**config.mk**
```make
export PLATFORM = sky130hd
export DESIGN_NAME = reset_sequencer
export DESIGN_NICKNAME = d
export VERILOG_FILES = /design/src/rtl/reset_sequencer.sv
export SDC_FILE = /design/constraint.sdc
export NUM_CORES = 1
export LEC_CHECK = 0
export ABC_AREA = 1
export CAP_MARGIN = 15
export CORE_ASPECT_RATIO = 1.2
export CORE_MARGIN = 4
export CORE_UTILIZATION = 45
export CTS_BUF_LIST = sky130_fd_sc_hd__clkbuf_4 sky130_fd_sc_hd__clkbuf_8
export CTS_CLUSTER_SIZE = 16
export DETAILED_ROUTE_END_ITERATION = 8
export HOLD_SLACK_MARGIN = 0.06
export PLACE_DENSITY = 0.67
export SYNTH_ARGS = -nofsm -noshare
export SYNTH_HDL_FRONTEND = slang
export SYNTH_SLANG_ARGS = --single-unit
```
**constraint.sdc**
```tcl
create_clock -name sys_clk_i -period 1.5 [get_ports sys_clk_i]
set_clock_uncertainty 0.1 [all_clocks]
set_input_delay 0.15 -clock sys_clk_i [delete_from_list [all_inputs] [get_ports sys_clk_i]]
set_output_delay 0.15 -clock sys_clk_i [all_outputs]
set_load 0.05 [all_outputs]
```
**src/rtl/reset_sequencer.sv**
```systemverilog
// Staged reset release: PHY first, then datapath core, then CPU, each after a
// programmable wait. Any new trigger restarts the whole sequence from HOLD.
module reset_sequencer #(
    parameter int HOLD_CYCLES      = 16,
    parameter int PHY_WAIT_CYCLES  = 1000,
    parameter int CORE_WAIT_CYCLES = 100
) (
    input  logic       sys_clk_i,
    input  logic       sys_rst_i,
    input  logic       watchdog_rst_i,
    input  logic       sw_rst_req_i,
    input  logic       cause_clr_i,
    output logic       phy_rst_o,
    output logic       core_rst_o,
    output logic       cpu_rst_o,
    output logic       rst_busy_o,
    output logic [1:0] rst_cause_o,
    output logic [1:0] dbg_state_o
);

    typedef enum logic [1:0] {
        ST_HOLD      = 2'd0,
        ST_PHY_WAIT  = 2'd1,
        ST_CORE_WAIT = 2'd2,
        ST_IDLE      = 2'd3
    } state_t;

    localparam logic [1:0] CAUSE_NONE = 2'b00;
    localparam logic [1:0] CAUSE_SYS  = 2'b01;
    localparam logic [1:0] CAUSE_WD   = 2'b10;
    localparam logic [1:0] CAUSE_SW   = 2'b11;

    // Counters load N-1 so that a stage lasts exactly N cycles including the load cycle.
    localparam logic [23:0] C_HOLD_LOAD = 24'(HOLD_CYCLES - 1);
    localparam logic [23:0] C_PHY_LOAD  = 24'(PHY_WAIT_CYCLES - 1);
    localparam logic [23:0] C_CORE_LOAD = 24'(CORE_WAIT_CYCLES - 1);

    state_t      r_state;
    logic [23:0] r_cnt;
    logic        r_wd_last;
    logic        r_phy_rst;
    logic        r_core_rst;
    logic        r_cpu_rst;
    logic        r_busy;
    logic [1:0]  r_cause;

    logic w_wd_edge;
    logic w_soft_trigger;

    assign w_wd_edge      = watchdog_rst_i & ~r_wd_last;
    assign w_soft_trigger = w_wd_edge | sw_rst_req_i;

    always_ff @(posedge sys_clk_i) begin
        if (sys_rst_i) begin
            // wd_last=1 keeps a watchdog level held through reset from retriggering.
            r_state    <= ST_HOLD;
            r_cnt      <= C_HOLD_LOAD;
            r_wd_last  <= 1'b1;
            r_phy_rst  <= 1'b1;
            r_core_rst <= 1'b1;
            r_cpu_rst  <= 1'b1;
            r_busy     <= 1'b1;
            r_cause    <= CAUSE_SYS;
        end else begin
            r_wd_last <= watchdog_rst_i;
            if (w_soft_trigger) begin
                r_state    <= ST_HOLD;
                r_cnt      <= C_HOLD_LOAD;
                r_phy_rst  <= 1'b1;
                r_core_rst <= 1'b1;
                r_cpu_rst  <= 1'b1;
                r_busy     <= 1'b1;
                r_cause    <= w_wd_edge ? CAUSE_WD : CAUSE_SW;
            end else begin
                if (cause_clr_i) begin
                    r_cause <= CAUSE_NONE;
                end
                case (r_state)
                    ST_HOLD: begin
                        if (r_cnt != 24'd0) begin
                            r_cnt <= r_cnt - 24'd1;
                        end else begin
                            r_state   <= ST_PHY_WAIT;
                            r_cnt     <= C_PHY_LOAD;
                            r_phy_rst <= 1'b0;
                        end
                    end
                    ST_PHY_WAIT: begin
                        if (r_cnt != 24'd0) begin
                            r_cnt <= r_cnt - 24'd1;
                        end else begin
                            r_state    <= ST_CORE_WAIT;
                            r_cnt      <= C_CORE_LOAD;
                            r_core_rst <= 1'b0;
                        end
                    end
                    ST_CORE_WAIT: begin
                        if (r_cnt != 24'd0) begin
                            r_cnt <= r_cnt - 24'd1;
                        end else begin
                            r_state   <= ST_IDLE;
                            r_cnt     <= 24'd0;
                            r_cpu_rst <= 1'b0;
                            r_busy    <= 1'b0;
                        end
                    end
                    default: begin
                        r_cnt <= 24'd0;
                    end
                endcase
            end
        end
    end

    assign phy_rst_o   = r_phy_rst;
    assign core_rst_o  = r_core_rst;
    assign cpu_rst_o   = r_cpu_rst;
    assign rst_busy_o  = r_busy;
    assign rst_cause_o = r_cause;
    assign dbg_state_o = r_state;

endmodule

```
After elaboration in Yosys (flattened, before gate mapping)
Cells that the tools add are included.

Register bits: 32. Latch bits: 0. Memory bits (writable): 0. ROM bits: 0. Output and inout port bits: 8. Logic and storage cells: 37. Memories kept: 0.

Add/sub/neg operators: 1. Multipliers: 0. Divide/modulo/power cells: 0. Order comparisons: 0. Equality and inequality tests: 5. Shift-type cells: 0. Muxes and demuxes: 11. Bitwise operators: 4. Reduce and logical (&&, ||, !) cells: 9.

Operators by type and width (number): 24-bit 2-to-1 mux (3); 24-bit one-hot mux with 3 select lines (1); 24-bit nonzero test (1); 24-bit by 1-bit subtractor with 24-bit output (second input constant) (1); 2-bit 2-to-1 mux (5); 2-bit inequality test (second input constant) (3); 2-bit one-hot mux with 3 select lines (1); 2-bit AND reduction (3); 4-bit AND reduction (1); 3-bit nonzero test (1); 2-bit by 1-bit == test with 1-bit output (second input constant) (1); 2-bit == test (second input constant) (1); 2-bit logical NOT (1); 1-bit NOT (2); 2-bit nonzero test (1); 2-bit OR reduction (1); 1-bit bitwise AND (1); 1-bit 2-to-1 mux (1); 1-bit bitwise OR (1).

Logic depth before layout (Yosys ltp)
Gate-level depths: netlist of the first run.

Depth after elaboration: 4. Depth in mapped cells: 9. Gate-level depth less buffers: 9.

Worst setup path before layout of the first run
OpenSTA, ideal clock, no wires.

Path type: reg-to-reg. Start: register r_state[0], in the netlist dbg_state_o[0]. End: register r_state[0], in the netlist dbg_state_o[0]. Library setup time: 0.066 ns. Arrival time: 1.698 ns. Data required time: 1.334 ns. Path slack: -0.364 ns. Stages on the path, launching flop included: 7. Buffers on the path: 0. Period minus slack after synthesis: 1.864 ns. Path through: dfxtp_1 > inv_1 > ha_1 > or2_2 > nand2_1 > nand2_1 > a21oi_2.

Longest elaborated chain between the ends: 3. Elaborated cells on any way between the ends: 9. Classes of those cells: eq/ne: 5; mux: 1; reduce/logical: 3.

Ends and longest elaborated chain: start: declaration (line 38) `state_t r_state;`; start signal: assignment (line 56) `r_state <= ST_HOLD;`; start signal: assignment (line 67) `r_state <= ST_HOLD;`; start signal: assignment (line 83) `r_state <= ST_PHY_WAIT;`; 2-bit by 1-bit == test with 1-bit output (tied with other cells) (line 78) `case (r_state)`; 2-bit inequality test (no source line) / 3-bit nonzero test (equally long branches); 4-bit AND reduction (no source line).

Several ways; a longest one is shown, not always the timed one. A chain may end at the register's enable or synchronous reset.

Worst setup path after layout of the first run
Start: register r_cnt[17]. End: register r_cnt[21].

Longest elaborated chain between the ends: 3. Elaborated cells on any way between the ends: 6. Classes of those cells: add/sub: 1; mux: 4; reduce/logical: 1.

Ends and longest elaborated chain: start: declaration (line 39) `logic [23:0] r_cnt;`; start signal: assignment (line 81) `r_cnt <= r_cnt - 24'd1;`; start signal: assignment (line 90) `r_cnt <= r_cnt - 24'd1;`; start signal: assignment (line 99) `r_cnt <= r_cnt - 24'd1;`; 24-bit by 1-bit subtractor with 24-bit output / 24-bit nonzero test (equally long branches); 24-bit 2-to-1 mux (on tied branches) (line 98, 80, 89); 24-bit one-hot mux with 3 select lines * (line 78).

Mark *: on every way between the ends. The rest lies on a longest branch, timed or not.

==> results of run 1 <==
==> what timing repair did <==
item | in CTS | in global routing
pin swaps | 6 | 20
setup endpoints to repair | 5 | 28
buffers inserted | 6 | 5
gates resized for setup | 10 | 64
gates cloned | 1 | 0
==> logic make-up after synthesis <==
| kind of cell | after synthesis |
|---|---|
| AND/OR/NAND/NOR | 132 |
| flip-flops | 32 |
| buffers and inverters | 25 |
| XOR/XNOR | 16 |
| AO/OA/AOI/OAI | 14 |
| adder cells (fa/ha/maj) | 6 |
==> critical path: cells and delay by family (launching register included) <==
kind / cells / cell delay (ns)
simple gates: 7 / 0.87
flops: 1 / 0.33
buf+inv: 1 / 0.14
==> state kept, by name, summed over array words and instances, names as in the netlist <==
register,count
r_wd_last,1
rst_busy_o,1
rst_cause_o,2
dbg_state_o,2
core_rst_o,1
phy_rst_o,1
r_cnt,24
==> layout make-up <==
| class | count | share of cell area (%) |
|---|---|---|
| Tap cell | 37 | 1.80 |
| Inverter | 24 | 4.19 |
| Timing Repair inverter | 1 | 0.292 |
| Multi-Input combinational cell | 168 | 43.5 |
| Clock inverter | 1 | 1.17 |
| Clock buffer | 7 | 3.75 |
| Timing Repair Buffer | 56 | 19.8 |
| Sequential cell | 32 | 25.5 |
==> path summary, 6_finish.rpt <==
check                          from  slack (ns)                endpoint
max            r_cnt[17]$_SDFF_PP0_       -0.01    r_cnt[21]$_SDFF_PP0_
min          phy_rst_o$_SDFFE_PP1P_        0.35  phy_rst_o$_SDFFE_PP1P_
max reg2reg    r_cnt[17]$_SDFF_PP0_       -0.01    r_cnt[21]$_SDFF_PP0_
min reg2reg  phy_rst_o$_SDFFE_PP1P_        0.35  phy_rst_o$_SDFFE_PP1P_
==> power by group through the flow <==
| stage | combinational, mW | clock, mW | sequential (mW) |
|---|---|---|---|
| 2_1_floorplan | 0.0361 | 0 | 0.889 |
| 3_3_place_gp | 0.0836 | 0 | 0.876 |
| 3_5_place_dp | 0.0839 | 0 | 0.877 |
| 4_1_cts | 0.0936 | 0.933 | 0.858 |
| 5_1_grt | 0.112 | 0.973 | 0.859 |
| 6_report | 0.104 | 0.915 | 0.858 |
==> layout by cell type (no fill, tap or decap), drive strengths merged <==
cell type / instances
o21ai: 7
inv: 23
nand3: 11
or2: 2
clkinvlp: 1
buf: 52
a22oi: 1
nor2: 59
bufinv: 1
xor2: 10
ha: 6
nor3: 4
xnor2: 6
clkbuf: 7
nand4: 3
clkinv: 1
nor4: 1
clkdlybuf4s50: 4
nand2: 51
nor3b: 1
dfxtp: 32
a21oi: 6
==> per-layer routing <==
metal,vias to the layer above,wire (um)
li1,828,-
met1,748,1680
met2,46,2330
met3,19,195
met4,0,188
met5,-,0
==> through the flow <==
step | utilization (%) | setup WS [ns] | std cells | total power [mW] | area, sq um
2_1_floorplan | - | 0.00385 | 225 | 0.926 | 1660
3_3_place_gp | 61.3 | -0.0728 | 307 | 0.960 | 2100
3_5_place_dp | 61.3 | -0.0809 | 307 | 0.961 | 2100
4_1_cts | 67.8 | -0.00741 | 322 | 1.88 | 2320
5_1_grt | 75.0 | -0.121 | 326 | 1.94 | 2570
6_report | 75.0 | -0.0139 | 326 | 1.88 | 2570
==> summary.txt, run 1 <==
Power
  – VDD IR max: 492 uV
  – Seq pwr share: 45.7%
  – Net Sw Frac: 21.0%
  – PwrDens: 731 nW/um^2
  – Power Internal: 1.48 mW
  – Psw: 0.393 mW
  – Clock power frac: 48.8%
  – Leakage: 1.16 nW
  – Comb pwr share: 5.5%

Yosys
  – Largest family of logic cells by synthesized area: simple AND/OR/NAND/NOR gates
  – Post-Synth XOR/XNOR Area: 8.53%
  – Adder-Cell Fraction of Synth Area: 4.57%
  – #FFs+latches synth: 32
  – Top-count cell post-synth: nor2_1
  – Synthesized cell area: 1640 sq um
  – Synth Flop Type: dfxtp_1
  – Synth top cells by count: nor2_1 (50), nand2_1 (48), dfxtp_1 (32)
  – Number of synthesized flops with an enable pin: 0
  – Distinct cell type count after synthesis: 27
  – Asr flop ratio synth: 0%
  – Dominant cells by area after synthesis: dfxtp_1 (39%), nor2_1 (11%), nand2_1 (11%)
  – Post-synth top area share: 39.0%
  – Seq/Total Area, Yosys: 39.0%
  – Syn avg cell area: 7.30 sq um
  – Post-Synth Simple-Gate Area: 37.2%
  – Post-synthesis mux area share: 0%
  – Synth warn: 0
  – Area leader, netlist: dfxtp_1
  – Compound-gate portion of the synthesized area: 4.65%
  – Mapped Cells: 225
  – Syn Nets: 236

Timing
  – Final Hold Viols: 0
  – Relative slew slack: 77.5%
  – Worst-Margin Slew: 0.334 ns
  – Fin crit share: 101%
  – Unrepaired setup endpoints after global routing: true
  – Min Tclk post-route: 1.51 ns
  – Max Fclk: 661 MHz
  – Fin worst setup slack: -0.0139 ns
  – Worst hold slack: 0.351 ns
  – Max Slew Vio Count: 0
  – Setup Viol. Count Final: 2
  – Setup_tns: -0.0184 ns

Setup path
  – Worst r2r path cells: 8
  – Critical Path RT: 1.63 ns
  – Crit-path cells: buf_4 > nor2_1 > nand3_1 > nor3_2 > nand2_2 > nand2_1 > nand2_1 > nor2_1
  – Worst setup SP type: register
  – Highest-delay cell along the critical path: dfxtp_1
  – Max stage delay on crit path: 0.33 ns
  – CP Max Fanout: 2
  – Worst setup path class: reg -> reg
  – Worst Path Arrival: 1.65 ns
  – CP endpoint kind: register

Routing
  – Antenna Nets Post-Route: 0
  – Total iterations of the first detailed-routing run: 4
  – Avg WL per Cell: 13.5 um
  – Avg Vias per Cell: 5.03
  – WL final: 4.39 mm
  – Initial DRC Count: 44
  – Residual DRC count: 0
  – Via count: 1,641

Run
  – Max Cap Viol: 0

Clock network
  – Cts hold-fix bufs: 0
  – Worst-Skew Late Latency: 0.29 ns
  – Reg clk slew, reported paths: 0.07 ns
  – CTS tree: built
  – Root Driver: clkbuf_8
  – Num CTS Buffers: 5
  – CTS H-Tree Depth: 2
  – Clock Sinks: 32
  – Clock buffer depth: 2

GRT
  – Gr usage total: 17.5%
  – Initial antenna violation count: 0
  – Largest net degree at the start of global routing: 11
  – GR Overflow Total: 0
  – Number of global-route vias before repair: 1,503
  – M3 GR Usage: 4.98%
  – Busiest grt layer: met2
  – Met2 Use GR: 32.0%
  – First-pass GRT wire length: 6.33 mm
  – Grt met1 use: 18.0%

Floorplan
  – Initial Utilization: 48.0%
  – Die area: 4690 sq um
  – Core footprint: 3420 sq um
  – Io pins: 13
  – Die H: 74.2 um
  – Rows: 23
  – Chip width: 63.2 um

Final layout
  – Antenna diode count: 0
  – FF+latch area: 654 sq um
  – Layout filler cell count: 222
  – Share of layout cells above drive strength 1: 45.3%
  – Area growth, synth to finish: 56.4%
  – Fin nets: 299
  – Area occupied by multi-input gates: 1120 sq um

Min path
  – Min-delay worst type: reg -> reg
  – Hold path depth: 2

Run status
  – Outcome: finished with violations
  – Violated checks: setup timing

Place
  – RePlAce Congestion: 0.809
  – Dpl hpwl: 2.78 mm
  – I/O Buffers: 12
Note: power is estimated with default switching activity, not from simulation.
==> run 2, diff against run 1 <==
--- a/config.mk
+++ b/config.mk
@@ -5,7 +5,6 @@
 export SDC_FILE = /design/constraint.sdc
 export NUM_CORES = 1
 export LEC_CHECK = 0
-export ABC_AREA = 1
 export CAP_MARGIN = 15
 export CORE_ASPECT_RATIO = 1.2
 export CORE_MARGIN = 4
@@ -14,7 +13,6 @@
 export CTS_CLUSTER_SIZE = 16
 export DETAILED_ROUTE_END_ITERATION = 8
 export HOLD_SLACK_MARGIN = 0.06
-export PLACE_DENSITY = 0.67
 export SYNTH_ARGS = -nofsm -noshare
 export SYNTH_HDL_FRONTEND = slang
 export SYNTH_SLANG_ARGS = --single-unit
==> constraint.sdc (replaced) <==
create_clock -name sys_clk_i -period 1.89 [get_ports sys_clk_i]
set_clock_uncertainty 0.1 [all_clocks]
set_input_delay 0.189 -clock sys_clk_i [delete_from_list [all_inputs] [get_ports sys_clk_i]]
set_output_delay 0.189 -clock sys_clk_i [all_outputs]
set_load 0.05 [all_outputs]
==> summary.txt, run 2 <==
Yosys
  – Synthesized cell area: 1500 sq um (was 1640 sq um)
  – Dominant cells by area after synthesis: dfxtp_1 (43%), xnor2_1 (8.7%), nor2_1 (6.2%) (was dfxtp_1 (39%), nor2_1 (11%), nand2_1 (11%))
  – #FFs+latches synth: 32 (unchanged)
  – Synth Flop Type: dfxtp_1 (unchanged)
  – Synth warn: 0 (unchanged)
  – Area leader, netlist: dfxtp_1 (unchanged)
  – Syn avg cell area: 8.94 sq um (was 7.30 sq um)
  – Syn Nets: 179 (was 236)
  – Top-count cell post-synth: dfxtp_1 (was nor2_1)
  – Mapped Cells: 168 (was 225)
  – Number of synthesized flops with an enable pin: 0 (unchanged)
  – Seq/Total Area, Yosys: 42.6% (was 39.0%)
  – Post-synth top area share: 42.6% (was 39.0%)
  – Distinct cell type count after synthesis: 36 (was 27)
  – Synth top cells by count: dfxtp_1 (32), nor2_1 (25), xnor2_1 (15) (was nor2_1 (50), nand2_1 (48), dfxtp_1 (32))
  – Asr flop ratio synth: 0% (unchanged)

GRT
  – Largest net degree at the start of global routing: 16 (was 11)
  – GR Overflow Total: 0 (unchanged)
  – Initial antenna violation count: 0 (unchanged)
  – Gr usage total: 17.9% (was 17.5%)
  – First-pass GRT wire length: 5.82 mm (was 6.33 mm)
  – Number of global-route vias before repair: 1,320 (was 1,503)

Routing
  – Total iterations of the first detailed-routing run: 4 (unchanged)
  – Antenna Nets Post-Route: 0 (unchanged)
  – Via count: 1,305 (was 1,641)
  – Avg WL per Cell: 13.3 um (was 13.5 um)
  – Initial DRC Count: 15 (was 44)
  – WL final: 3.38 mm (was 4.39 mm)
  – Avg Vias per Cell: 5.14 (was 5.03)
  – Residual DRC count: 0 (unchanged)

Timing
  – Setup_tns: -5.69 ns (was -0.0184 ns)
  – Max Slew Vio Count: 0 (unchanged)
  – Setup Viol. Count Final: 29 (was 2)
  – Worst-Margin Slew: 0.509 ns (was 0.334 ns)
  – Fin crit share: 112% (was 101%)
  – Relative slew slack: 66.0% (was 77.5%)
  – Fin worst setup slack: -0.236 ns (was -0.0139 ns)
  – Unrepaired setup endpoints after global routing: true (unchanged)
  – Max Fclk: 470 MHz (was 661 MHz)
  – Final Hold Viols: 0 (unchanged)
  – Min Tclk post-route: 2.13 ns (was 1.51 ns)

Power
  – Power, Total: 1.19 mW (was 1.88 mW)
  – PwrDens: 550 nW/um^2 (was 731 nW/um^2)
  – Leakage: 0.883 nW (was 1.16 nW)
  – VDD IR max: 408 uV (was 492 uV)

Place
  – Pre-CTS setup slack: -0.252 ns (was -0.0809 ns)
  – Placed cell count: 244 (was 307)
  – I/O Buffers: 12 (unchanged)
  – RePlAce Congestion: 0.886 (was 0.809)
  – Dpl hpwl: 2.57 mm (was 2.78 mm)

Setup path
  – R2R setup slack: -0.24 ns (was -0.01 ns)
  – Critical Path RT: 2.01 ns (was 1.63 ns)
  – Worst r2r path cells: 10 (was 8)
  – Worst Path Arrival: 2.25 ns (was 1.65 ns)
  – Worst setup path startpoint: r_cnt[0]$_SDFF_PP1_ (was r_cnt[17]$_SDFF_PP0_)
  – CP Max Fanout: 15 (was 2)
  – Worst setup SP type: register (unchanged)
  – Worst setup path class: reg -> reg (unchanged)
  – Worst r2r src: r_cnt[0]$_SDFF_PP1_ (was r_cnt[17]$_SDFF_PP0_)
  – CP endpoint kind: register (unchanged)
  – Worst reg2reg endpoint: r_cnt[13]$_SDFF_PP0_ (was r_cnt[21]$_SDFF_PP0_)

Min path
  – Min-delay worst type: in -> reg (was reg -> reg)
  – Hold Crit Endpoint: r_wd_last$_SDFF_PP1_ (was phy_rst_o$_SDFFE_PP1P_)
  – Hold path depth: 2 (unchanged)
  – Hold Path Origin: watchdog_rst_i (was phy_rst_o$_SDFFE_PP1P_)

Clock network
  – Clock Sinks: 32 (unchanged)
  – Reg clk slew, reported paths: 0.10 ns (was 0.07 ns)
  – Cts hold-fix bufs: 0 (unchanged)
  – Clock buffer depth: 2 (unchanged)
  – Root Driver: clkbuf_4 (was clkbuf_8)
  – CTS tree: built (unchanged)
  – Num CTS Buffers: 5 (unchanged)
  – Worst-Skew Late Latency: 0.33 ns (was 0.29 ns)
  – CTS H-Tree Depth: 2 (unchanged)

Final layout
  – Antenna diode count: 0 (unchanged)
  – Fin nets: 228 (was 299)
  – Area growth, synth to finish: 44.3% (was 56.4%)
  – Share of layout cells above drive strength 1: 39.4% (was 45.3%)
  – Commonest non-fill, non-tap cell in the layout: buf_4 (unchanged)
  – Max FFs per register: 24 (unchanged)
  – Top reg by flops: r_cnt (unchanged)
  – Finished Layout Cells: 254 (was 326)
  – Most frequent cells in the layout: buf_4 (33), dfxtp_1 (28), nor2_1 (25), xnor2_1 (15), clkdlybuf4s50_1 (12) (was buf_4 (43), nand2_1 (39), nor2_1 (30), dfxtp_1 (25), inv_1 (19))

Floorplan
  – Die area: 4330 sq um (was 4690 sq um)
  – Initial Utilization: 47.9% (was 48.0%)
  – Core footprint: 3140 sq um (was 3420 sq um)
  – Chip width: 60.8 um (was 63.2 um)
  – Die H: 71.3 um (was 74.2 um)
  – Io pins: 13 (unchanged)
  – Rows: 22 (was 23)

Run status
  – Outcome: finished with violations (unchanged)
  – Violated checks: setup timing (unchanged)

Run
  – Max Cap Viol: 0 (unchanged)
[run 2: changes by cell type after synthesis, moves of 4 or more]
cell	previous run	this run
nand3_1	8	1
nor2_2	6	1
xor2_1	10	3
nor2_1	50	25
or4_1	0	4
nor4_1	1	7
nand2_1	48	10
o31ai_1	0	4
or3_1	0	4
xnor2_1	6	15
inv_1	23	5
nor3_1	3	7
[run 2: worst max path at each step]
stage	endpoint	slack (ns)	depth (start not counted)
5_1_grt	r_cnt[13]$_SDFF_PP0_	-0.34	10
4_1_cts	r_cnt[20]$_SDFF_PP0_	-0.24	7
3_3_place_gp	r_cnt[20]$_SDFF_PP0_	-0.21	7
6_report	r_cnt[13]$_SDFF_PP0_	-0.24	10
2_1_floorplan	r_cnt[20]$_SDFF_PP0_	-0.35	9
3_5_place_dp	r_cnt[20]$_SDFF_PP0_	-0.25	7
[run 2: layer usage]
layer / GRT usage [%] / part of all wire, % / vias up / wire length [um]
met3: 5.59 / 2.5 / 7 / 84
li1: - / - / 680 / -
met2: 31.3 / 52 / 9 / 1760
met1: 19.7 / 44 / 609 / 1480
met4: 6.51 / 1.7 / 0 / 57
met5: 0 / 0 / - / 0
[run 2: timing repair]
action | CTS | global route
pin swaps | 3 | 7
setup buffers | 1 | 1
endpoints found under the setup margin | 26 | 29
resized for setup | 6 | 13
[run 2: kinds of logic after synthesis]
kind of cell    synth area share [%]
xor+xnor                        10.5
buf+inv                         4.00
simple gates                    26.3
flops                           42.6
fa+ha+maj                       5.00
compound gates                  11.6
[run 2: through the flow]
step                hold WS (ns)  instance area [sq um]  util, %
global placement           0.338                   2010     64.1
CTS                        0.332                   2100     66.9
global route               0.339                   2170     69.1
floorplan                  0.161                   1630        -
finish                     0.344                   2170     69.1
detailed placement         0.349                   2010     64.1
[run 2: critical path, stage by stage, from the launching register on]
cell,delay [ns]
dfxtp_2,0.34
inv_2,0.07
ha_4,0.13
or4b_4,0.46
buf_6,0.14
nor3_4,0.20
buf_6,0.14
a31oi_4,0.13
nand2_2,0.11
buf_12,0.14
a21oi_1,0.05
[run 2: layout make-up]
type                       count  area (sq um)
fill                         264           970
tap                           36          45.0
multi-input combinational    124           971
clock buffer                   8          66.3
inverter                       5          18.8
timing repair buffer          49           422
sequential                    32           646
[run 2: power breakdown]
| group | leakage, nW | internal, mW | switching, mW |
|---|---|---|---|
| Clock | 0.0394 | 0.212 | 0.225 |
| Sequential | 0.259 | 0.680 | 0.00353 |
| Combinational | 0.584 | 0.0354 | 0.0366 |
